File: src/rtl/pwm_bank.sv
// Bank of independent PWM channels with edge/center alignment, period-boundary shadow
// updates and complementary outputs separated by a programmable dead time.
module pwm_bank #(
    parameter int unsigned CH_NUM     = 8,
    parameter int unsigned CNT_LENGTH = 16,
    parameter int unsigned DT_LENGTH  = 8
) (
    input  logic                           sys_clk,
    input  logic                           sys_rst,
    input  logic [CH_NUM-1:0]              pwm_en,
    input  logic [CH_NUM-1:0]              center_mode,
    input  logic [CH_NUM*CNT_LENGTH-1:0]   max_val,
    input  logic [CH_NUM*CNT_LENGTH-1:0]   duty_cycle,
    input  logic [CH_NUM*DT_LENGTH-1:0]    dead_time,
    output logic [CH_NUM-1:0]              pwm_pos,
    output logic [CH_NUM-1:0]              pwm_neg,
    output logic [CH_NUM-1:0]              period_pulse
);

    for (genvar i = 0; i < CH_NUM; i++) begin : g_ch
        logic [CNT_LENGTH-1:0] max_a, duty_a, cnt, cnt_d;
        logic [DT_LENGTH-1:0]  dt_a, dtc;
        logic                  mode_a, dir_down, dir_d;
        logic                  raw, raw_q, upd;
        logic                  pos_q, neg_q, pulse_q;
        logic [CNT_LENGTH-1:0] max_in, duty_in;
        logic [DT_LENGTH-1:0]  dt_in;

        assign max_in  = max_val[i*CNT_LENGTH +: CNT_LENGTH];
        assign duty_in = duty_cycle[i*CNT_LENGTH +: CNT_LENGTH];
        assign dt_in   = dead_time[i*DT_LENGTH +: DT_LENGTH];

        always_comb begin
            raw   = (cnt < duty_a);
            upd   = 1'b0;
            cnt_d = cnt;
            dir_d = dir_down;
            if (max_a == '0) begin
                upd   = 1'b1;
                cnt_d = '0;
            end else if (!mode_a) begin
                if (cnt == max_a) begin
                    upd   = 1'b1;
                    cnt_d = '0;
                end else begin
                    cnt_d = cnt + CNT_LENGTH'(1);
                end
            end else if (!dir_down) begin
                if (cnt != max_a) begin
                    cnt_d = cnt + CNT_LENGTH'(1);
                end else if (max_a == CNT_LENGTH'(1)) begin
                    // A one-step triangle never turns around; the peak is the update point.
                    upd   = 1'b1;
                    cnt_d = '0;
                end else begin
                    dir_d = 1'b1;
                    cnt_d = max_a - CNT_LENGTH'(1);
                end
            end else begin
                if (cnt == CNT_LENGTH'(1)) begin
                    upd   = 1'b1;
                    cnt_d = '0;
                end else begin
                    cnt_d = cnt - CNT_LENGTH'(1);
                end
            end
            if (upd) begin
                dir_d = 1'b0;
            end
        end

        always_ff @(posedge sys_clk) begin
            if (sys_rst) begin
                max_a    <= '0;
                duty_a   <= '0;
                dt_a     <= '0;
                mode_a   <= 1'b0;
                cnt      <= '0;
                dir_down <= 1'b0;
                dtc      <= '0;
                raw_q    <= 1'b0;
                pos_q    <= 1'b0;
                neg_q    <= 1'b0;
                pulse_q  <= 1'b0;
            end else if (!pwm_en[i]) begin
                max_a    <= max_in;
                duty_a   <= duty_in;
                dt_a     <= dt_in;
                mode_a   <= center_mode[i];
                cnt      <= '0;
                dir_down <= 1'b0;
                dtc      <= '0;
                raw_q    <= 1'b0;
                pos_q    <= 1'b0;
                neg_q    <= 1'b0;
                pulse_q  <= 1'b0;
            end else begin
                cnt      <= cnt_d;
                dir_down <= dir_d;
                raw_q    <= raw;
                pulse_q  <= upd;
                if (upd) begin
                    max_a  <= max_in;
                    duty_a <= duty_in;
                    dt_a   <= dt_in;
                    mode_a <= center_mode[i];
                end
                // dtc counts the blanked cycles still owed after the current one, so the
                // total blanking after an edge of raw is exactly dt_a cycles.
                if (raw != raw_q && dt_a != '0) begin
                    dtc   <= dt_a - DT_LENGTH'(1);
                    pos_q <= 1'b0;
                    neg_q <= 1'b0;
                end else if (raw != raw_q) begin
                    dtc   <= '0;
                    pos_q <= raw;
                    neg_q <= ~raw;
                end else if (dtc != '0) begin
                    dtc   <= dtc - DT_LENGTH'(1);
                    pos_q <= 1'b0;
                    neg_q <= 1'b0;
                end else begin
                    pos_q <= raw;
                    neg_q <= ~raw;
                end
            end
        end

        assign pwm_pos[i]      = pos_q;
        assign pwm_neg[i]      = neg_q;
        assign period_pulse[i] = pulse_q;
    end

endmodule
File: config.mk
export PLATFORM = sky130hd
export DESIGN_NAME = pwm_bank
export DESIGN_NICKNAME = d
export VERILOG_FILES = /design/src/rtl/pwm_bank.sv
export SDC_FILE = /design/constraint.sdc
export NUM_CORES = 2
export LEC_CHECK = 0
export CAP_MARGIN = 20
export CORE_UTILIZATION = 40
export DETAILED_ROUTE_END_ITERATION = 12
export PLACE_DENSITY = 0.6
export SYNTH_ARGS = -nofsm -noshare
export SYNTH_HDL_FRONTEND = slang
export SYNTH_SLANG_ARGS = --single-unit
File: constraint.sdc
create_clock -name sys_clk -period 2.88 [get_ports sys_clk]
set_input_delay 0.864 -clock sys_clk [delete_from_list [all_inputs] [get_ports sys_clk]]
set_output_delay 0.864 -clock sys_clk [all_outputs]
set_load 0.01 [all_outputs]
[Word-level counts from Yosys, hierarchy flattened]
Index checks and enable logic that the tools add are counted.
Word-level totals
  flip-flop bits (word level): 560
  bits in latches: 0
  memory bits (writable): 0
  bits in read-only memories: 0
  input bits: 338
  output and inout bits: 24
  memories kept: 0
Cells by class
  add/sub/neg operators: 40
  multipliers: 0
  div/mod/pow operators: 0
  order comparisons: 8
  equal/unequal tests: 48
  shifts and indexed selects: 0
  multiplexer cells: 248
  bitwise operators: 24
  reductions and logical operators: 80
Operators with widths (number)
  16-bit two-way mux: 80
  8-bit two-way mux: 40
  16-bit by 1-bit equality test with 1-bit output (second input constant): 16
  16-bit by 1-bit subtractor with 16-bit output (second input constant): 16
  16-bit by 1-bit adder with 16-bit output (second input constant): 8
  16-bit equality test: 8
  16-bit logical NOT: 8
  16-bit < comparator: 8
  1-bit two-way mux: 128
  16-bit inequality test: 8
  8-bit nonzero test: 16
  8-bit by 1-bit subtractor with 8-bit output (second input constant): 16
  3-bit OR reduction: 24
  1-bit inverter: 24
  3-bit nonzero test: 8
  2-bit by 1-bit inequality test with 1-bit output (second input constant): 8
  2-bit AND reduction: 8
  2-bit OR reduction: 8
  1-bit logical AND: 8
  1-bit inequality test: 8

[Depth between registers and ports, before layout]
  word-level depth: 8
  gate-level depth with buffers: 11
  mapped depth without buffers: 9

[Worst setup path before layout]
OpenSTA, ideal clock, no wires.
  kind: flip-flop to flip-flop
  from: register g_ch[5].cnt[9]
  to: register g_ch[5].dt_a[1]
  library setup time: 0.128 ns
  arrival time: 2.533 ns
  setup slack: 0.219 ns
  cell stages (with the launch flop): 11
  path through: dfxtp_1 > buf_6 > or3_4 > or3_4 > or4_1 > buf_2 > or2_4 > nand4_4 > buf_6 > mux2i_1 > nor2_1
Between the ends
  longest elaborated chain between the ends: 6
  elaborated cells on any way between the ends: 10
  classes of those cells: eq/ne (4); mux (6)
RTL lines
  start, declared: line 21  | logic [CNT_LENGTH-1:0] max_a, duty_a, cnt, cnt_d;
  start signal, assigned: line 98  | cnt <= cnt_d;
  16-bit inequality test / 16-bit by 1-bit equality test with 1-bit output (equally long branches): line 49, 60
  1-bit two-way mux (on tied branches): line 49, 60
  1-bit two-way mux: line 48  | end else if (!dir_down) begin
  1-bit two-way mux *: line 41  | end else if (!mode_a) begin
  1-bit two-way mux *: line 38  | if (max_a == '0) begin
  2-bit by 1-bit inequality test with 1-bit output (no line) *
  end signal, assigned: line 88  | dt_a <= dt_in;
  end signal, assigned: line 105  | dt_a <= dt_in;
  end, declared: line 22  | logic [DT_LENGTH-1:0] dt_a, dtc;
Every way passes the cells marked *; elsewhere a longest branch is shown, timed or not.
A chain may end at the register's enable or synchronous reset.

[Final worst setup path]
  from: register g_ch[6].cnt[11]
  to: register g_ch[6].duty_a[5]
Between the ends
  longest elaborated chain between the ends: 6
  elaborated cells on any way between the ends: 10
  classes of those cells: eq/ne (4); mux (6)
RTL lines
  start, declared: line 21
  start signal, assigned: line 98
  16-bit inequality test / 16-bit by 1-bit equality test with 1-bit output (equally long branches): line 49, 60
  1-bit two-way mux (on tied branches): line 49, 60
  1-bit two-way mux: line 48
  1-bit two-way mux *: line 41
  1-bit two-way mux *: line 38
  2-bit by 1-bit inequality test with 1-bit output (no line) *
  end signal, assigned: line 87  | duty_a <= duty_in;
  end signal, assigned: line 104  | duty_a <= duty_in;
  end, declared: line 21
Marked as above.

==> summary.md <==
| Metric | Value |
|---|---|
| Status | `completed` |
| R2R Path Start | `g_ch[6].cnt[11]` |
| Core area | `0.08729 mm^2` |
| Post-synthesis sequential area ratio | `31.62%` |
| Vias in the first global route | `31170` |
| Power density cells | `539.9 mW/mm^2` |
| Ys flop type | `dfxtp_1` |
| Share of cells above drive strength 1 | `7.800%` |
| Post-Synth XOR/XNOR Area | `12.30%` |
| Endpoints failing hold | `0` |
| Placed insts | `5970` |
| GPL Wtd Cong | `0.9289` |
| CTS max path bufs | `3` |
| Final setup violation count | `0` |
| Post-synth EDFFs | `0` |
| Hold EP | `g_ch[4].duty_a[14]` |
| DR WL/cell | `17.05 um` |
| Worst-Skew Late Latency | `610 ps` |
| Synthesis Warnings | `0` |
| Synthesized instance count | `4538` |
| Clock transition at path regs | `60 ps` |
| Mux share of post-synthesis cell area | `6.225%` |
| Synth Register Bits | `560` |
| WP data arrival | `3180 ps` |
| Worst setup EP type | `flip-flop` |
| Least-Margin Pin Slew | `920.8 ps` |
| Most common cell after layout, fill and taps aside | `nand2_1` |
| Synth Area in Simple Gates | `23.90%` |
| Startpoint types | `flip-flop` |
| HP Start | `g_ch[4].duty_a[14]` |
| Hold Crit Depth | `2` |
| I/O Buffers | `361` |
| Yosys cell types | `74` |
| FF-to-FF End | `g_ch[6].duty_a[5]` |
| Fmax | `370.5 MHz` |
| Worst setup startpoint | `g_ch[6].cnt[11]` |
| Ports | `362` |
| DRT Wirelength | `103900 um` |
| First-pass GRT wire length | `166100 um` |
| TritonRoute pass-1 iters | `5` |
| Antenna violations before repair | `6` |
| Final cell count without fillers | `6096` |
| Hold crit path type | `flip-flop to flip-flop` |
| Synth Area in Compound Gates | `13.09%` |
| Num Clock Sinks | `560` |
| Final min period | `2699 ps` |
| Family with the most delay on the worst path | `simple AND/OR/NAND/NOR gates` |
| Leak | `17.67 nW` |
| Crit Path Class | `flip-flop to flip-flop` |
| Worst Reg-to-Reg Cells | `8` |
| Largest net degree at the start of global routing | `87` |
| DR iter-0 viols | `2059` |
| Critical path required time | `3360 ps` |
| Total power | `23.42 mW` |
| CTS tree | `done` |
| Buf/Inv on CP | `1` |
| Layout Area Growth over Synthesis | `22.36%` |
| Gr ovfl total | `0` |
| Adder-cell share of the synthesized area | `6.776%` |
| Pins Over Slew Limit | `0` |
| Root Driver | `clkbuf_16` |
| DPL Wire Length | `78140 um` |
| Crit-path max FO | `24` |
| Crit path cell chain | `or4_1 -> or3_1 -> nor4_1 -> a211oi_1 -> nand2_2 -> buf_12 -> mux2i_1 -> nor2_1` |
| Period utilization | `93.71%` |
| Clk_skew | `18.34 ps` |
| CTS Buf Count | `70` |
| Most frequent cells in the layout | `566 x nand2_1, 560 x dfxtp_1, 455 x nor2_1` |
| Worst vdd ir | `0.0004597 V` |
| Avg Vias per Cell | `5.306` |
| DR DRC count | `0` |
| Syn Area/Cell | `7.813 um^2` |
| Vias | `32350` |
| Die span in x | `299.7 um` |
| Htree depth | `3` |
| Die footprint | `0.08983 mm^2` |
| # Max-Cap Violations | `0` |
| Slew HR | `38.62%` |
| Net Count, Synth | `5068` |
| Final #Nets | `5417` |
| DRT antenna net count | `0` |
| Slowest stage delay, CP | `570 ps` |
| Asr flop ratio synth | `0%` |
| Worst path slowest cell | `or4_1` |
| GRT Total Usage | `22.58%` |
| Post-Syn Area | `0.03545 mm^2` |
| Main combinational cell family by area after synthesis | `simple AND/OR/NAND/NOR gates` |
| R2R Setup Slk | `180 ps` |
| RSZ-0062 raised after global routing | `false` |
| CTS hold repair buffers | `0` |
| Die Ht | `299.7 um` |
| Initial Utilization | `40.61%` |
| Cell row count | `108` |
==> routing by layer <==
layer / vias up / GRT usage (%) / wire (um)
li1: 16330 / - / -
met1: 15070 / 29.91 / 47460
met2: 771 / 37.14 / 48220
met3: 171 / 3.085 / 4968
met4: 2 / 8.601 / 3264
met5: - / 0 / 7
==> registers in the layout, indices dropped and copies added (netlist names), 64 cells and up <==
| register | flops |
|---|---|
| g_ch.max_a | 128 |
| g_ch.cnt | 128 |
| g_ch.dtc | 64 |
| g_ch.dt_a | 64 |
| g_ch.duty_a | 128 |
==> tightest hold or removal path: cells and delay by family, from the launching register on <==
| kind | cells | cell delay [ps] |
|---|---|---|
| DFF | 1 | 310 |
| and+or+nand+nor | 1 | 50 |
| AOI/OAI and AO/OA | 1 | 50 |
==> area by class of cell <==
class	count	area, um^2
fillers	8600	43910
multi-input cells	3448	22140
flip-flops and latches	560	11210
repair buffers	580	5388
clock buffers	94	2026
well taps	1155	1445
inverters	227	852.1
clock inverters	27	304.0
diodes	5	12.51
==> report_power, final <==
group	total [mW]	internal (mW)	switching, mW
clock	9.00	5.46	3.55
sequential	8.88	8.28	0.601
combinational	5.54	2.62	2.92
total	23.4	16.4	7.07
==> synthesized netlist by cell type (16+ instances only) <==
library cell | instances | area share [%]
nand3b_1 | 17 | 0.36
inv_1 | 227 | 2.4
and4_1 | 16 | 0.40
nor2b_1 | 18 | 0.32
buf_4 | 28 | 0.59
dfxtp_1 | 560 | 32
clkbuf_1 | 232 | 2.5
and3_1 | 31 | 0.55
nor4b_1 | 21 | 0.52
nor4_1 | 78 | 1.4
a22oi_1 | 30 | 0.64
a21oi_1 | 369 | 5.2
nand4_1 | 71 | 1.3
or3_1 | 37 | 0.65
buf_2 | 21 | 0.30
xor2_1 | 207 | 5.1
ha_1 | 192 | 6.8
nor3_1 | 166 | 2.3
buf_1 | 16 | 0.17
o22ai_1 | 47 | 0.83
a211oi_1 | 67 | 1.4
nand2_1 | 567 | 6.0
nand2b_1 | 68 | 1.2
xnor2_1 | 291 | 7.2
or4_1 | 33 | 0.70
mux2i_1 | 207 | 5.8
o21ai_0 | 94 | 1.3
nor2_1 | 455 | 4.8
nor3b_1 | 19 | 0.40
nand3_1 | 116 | 1.6
a31oi_1 | 18 | 0.32
and2_1 | 20 | 0.35
==> per-stage QoR <==
step	cell area (um^2)	setup slack (ps)	TNS (ps)	hold slack (ps)	utilization, %
floorplan	35450	219.1	0	431.9	-
global placement	41010	-66.94	-1411	441.5	46.98
detailed placement	41010	-78.73	-1331	446.5	46.98
CTS	43340	108.5	0	454.0	49.65
global route	43380	15.83	0	465.1	49.70
finish	43380	181.0	0	451.2	49.70
==> cells by family after synthesis <==
logic type	after synthesis
adder cells (fa/ha/maj)	192
flip-flops	560
AND/OR/NAND/NOR	1771
buffers and inverters	530
multiplexers	219
AO/OA/AOI/OAI	768
XOR/XNOR	498
==> worst max-delay path by stage <==
| stage | endpoint | depth (start not counted) | slack [ps] |
|---|---|---|---|
| after global routing | g_ch[7].dt_a[6] | 8 | 20 |
| after CTS | g_ch[7].dt_a[7] | 8 | 110 |
| after floorplan | g_ch[5].dt_a[1] | 10 | 220 |
| after detailed placement | g_ch[7].dt_a[7] | 6 | -80 |
| final | g_ch[6].duty_a[5] | 8 | 180 |
| after global placement | g_ch[7].dt_a[6] | 6 | -70 |
==> timing repair <==
item | 4_1_cts | 5_1_grt
endpoints found under the setup margin | 0 | 44
resized for setup | 0 | 4
buffers inserted | 0 | 0
No activity file was read; power rests on OpenSTA's default activity.
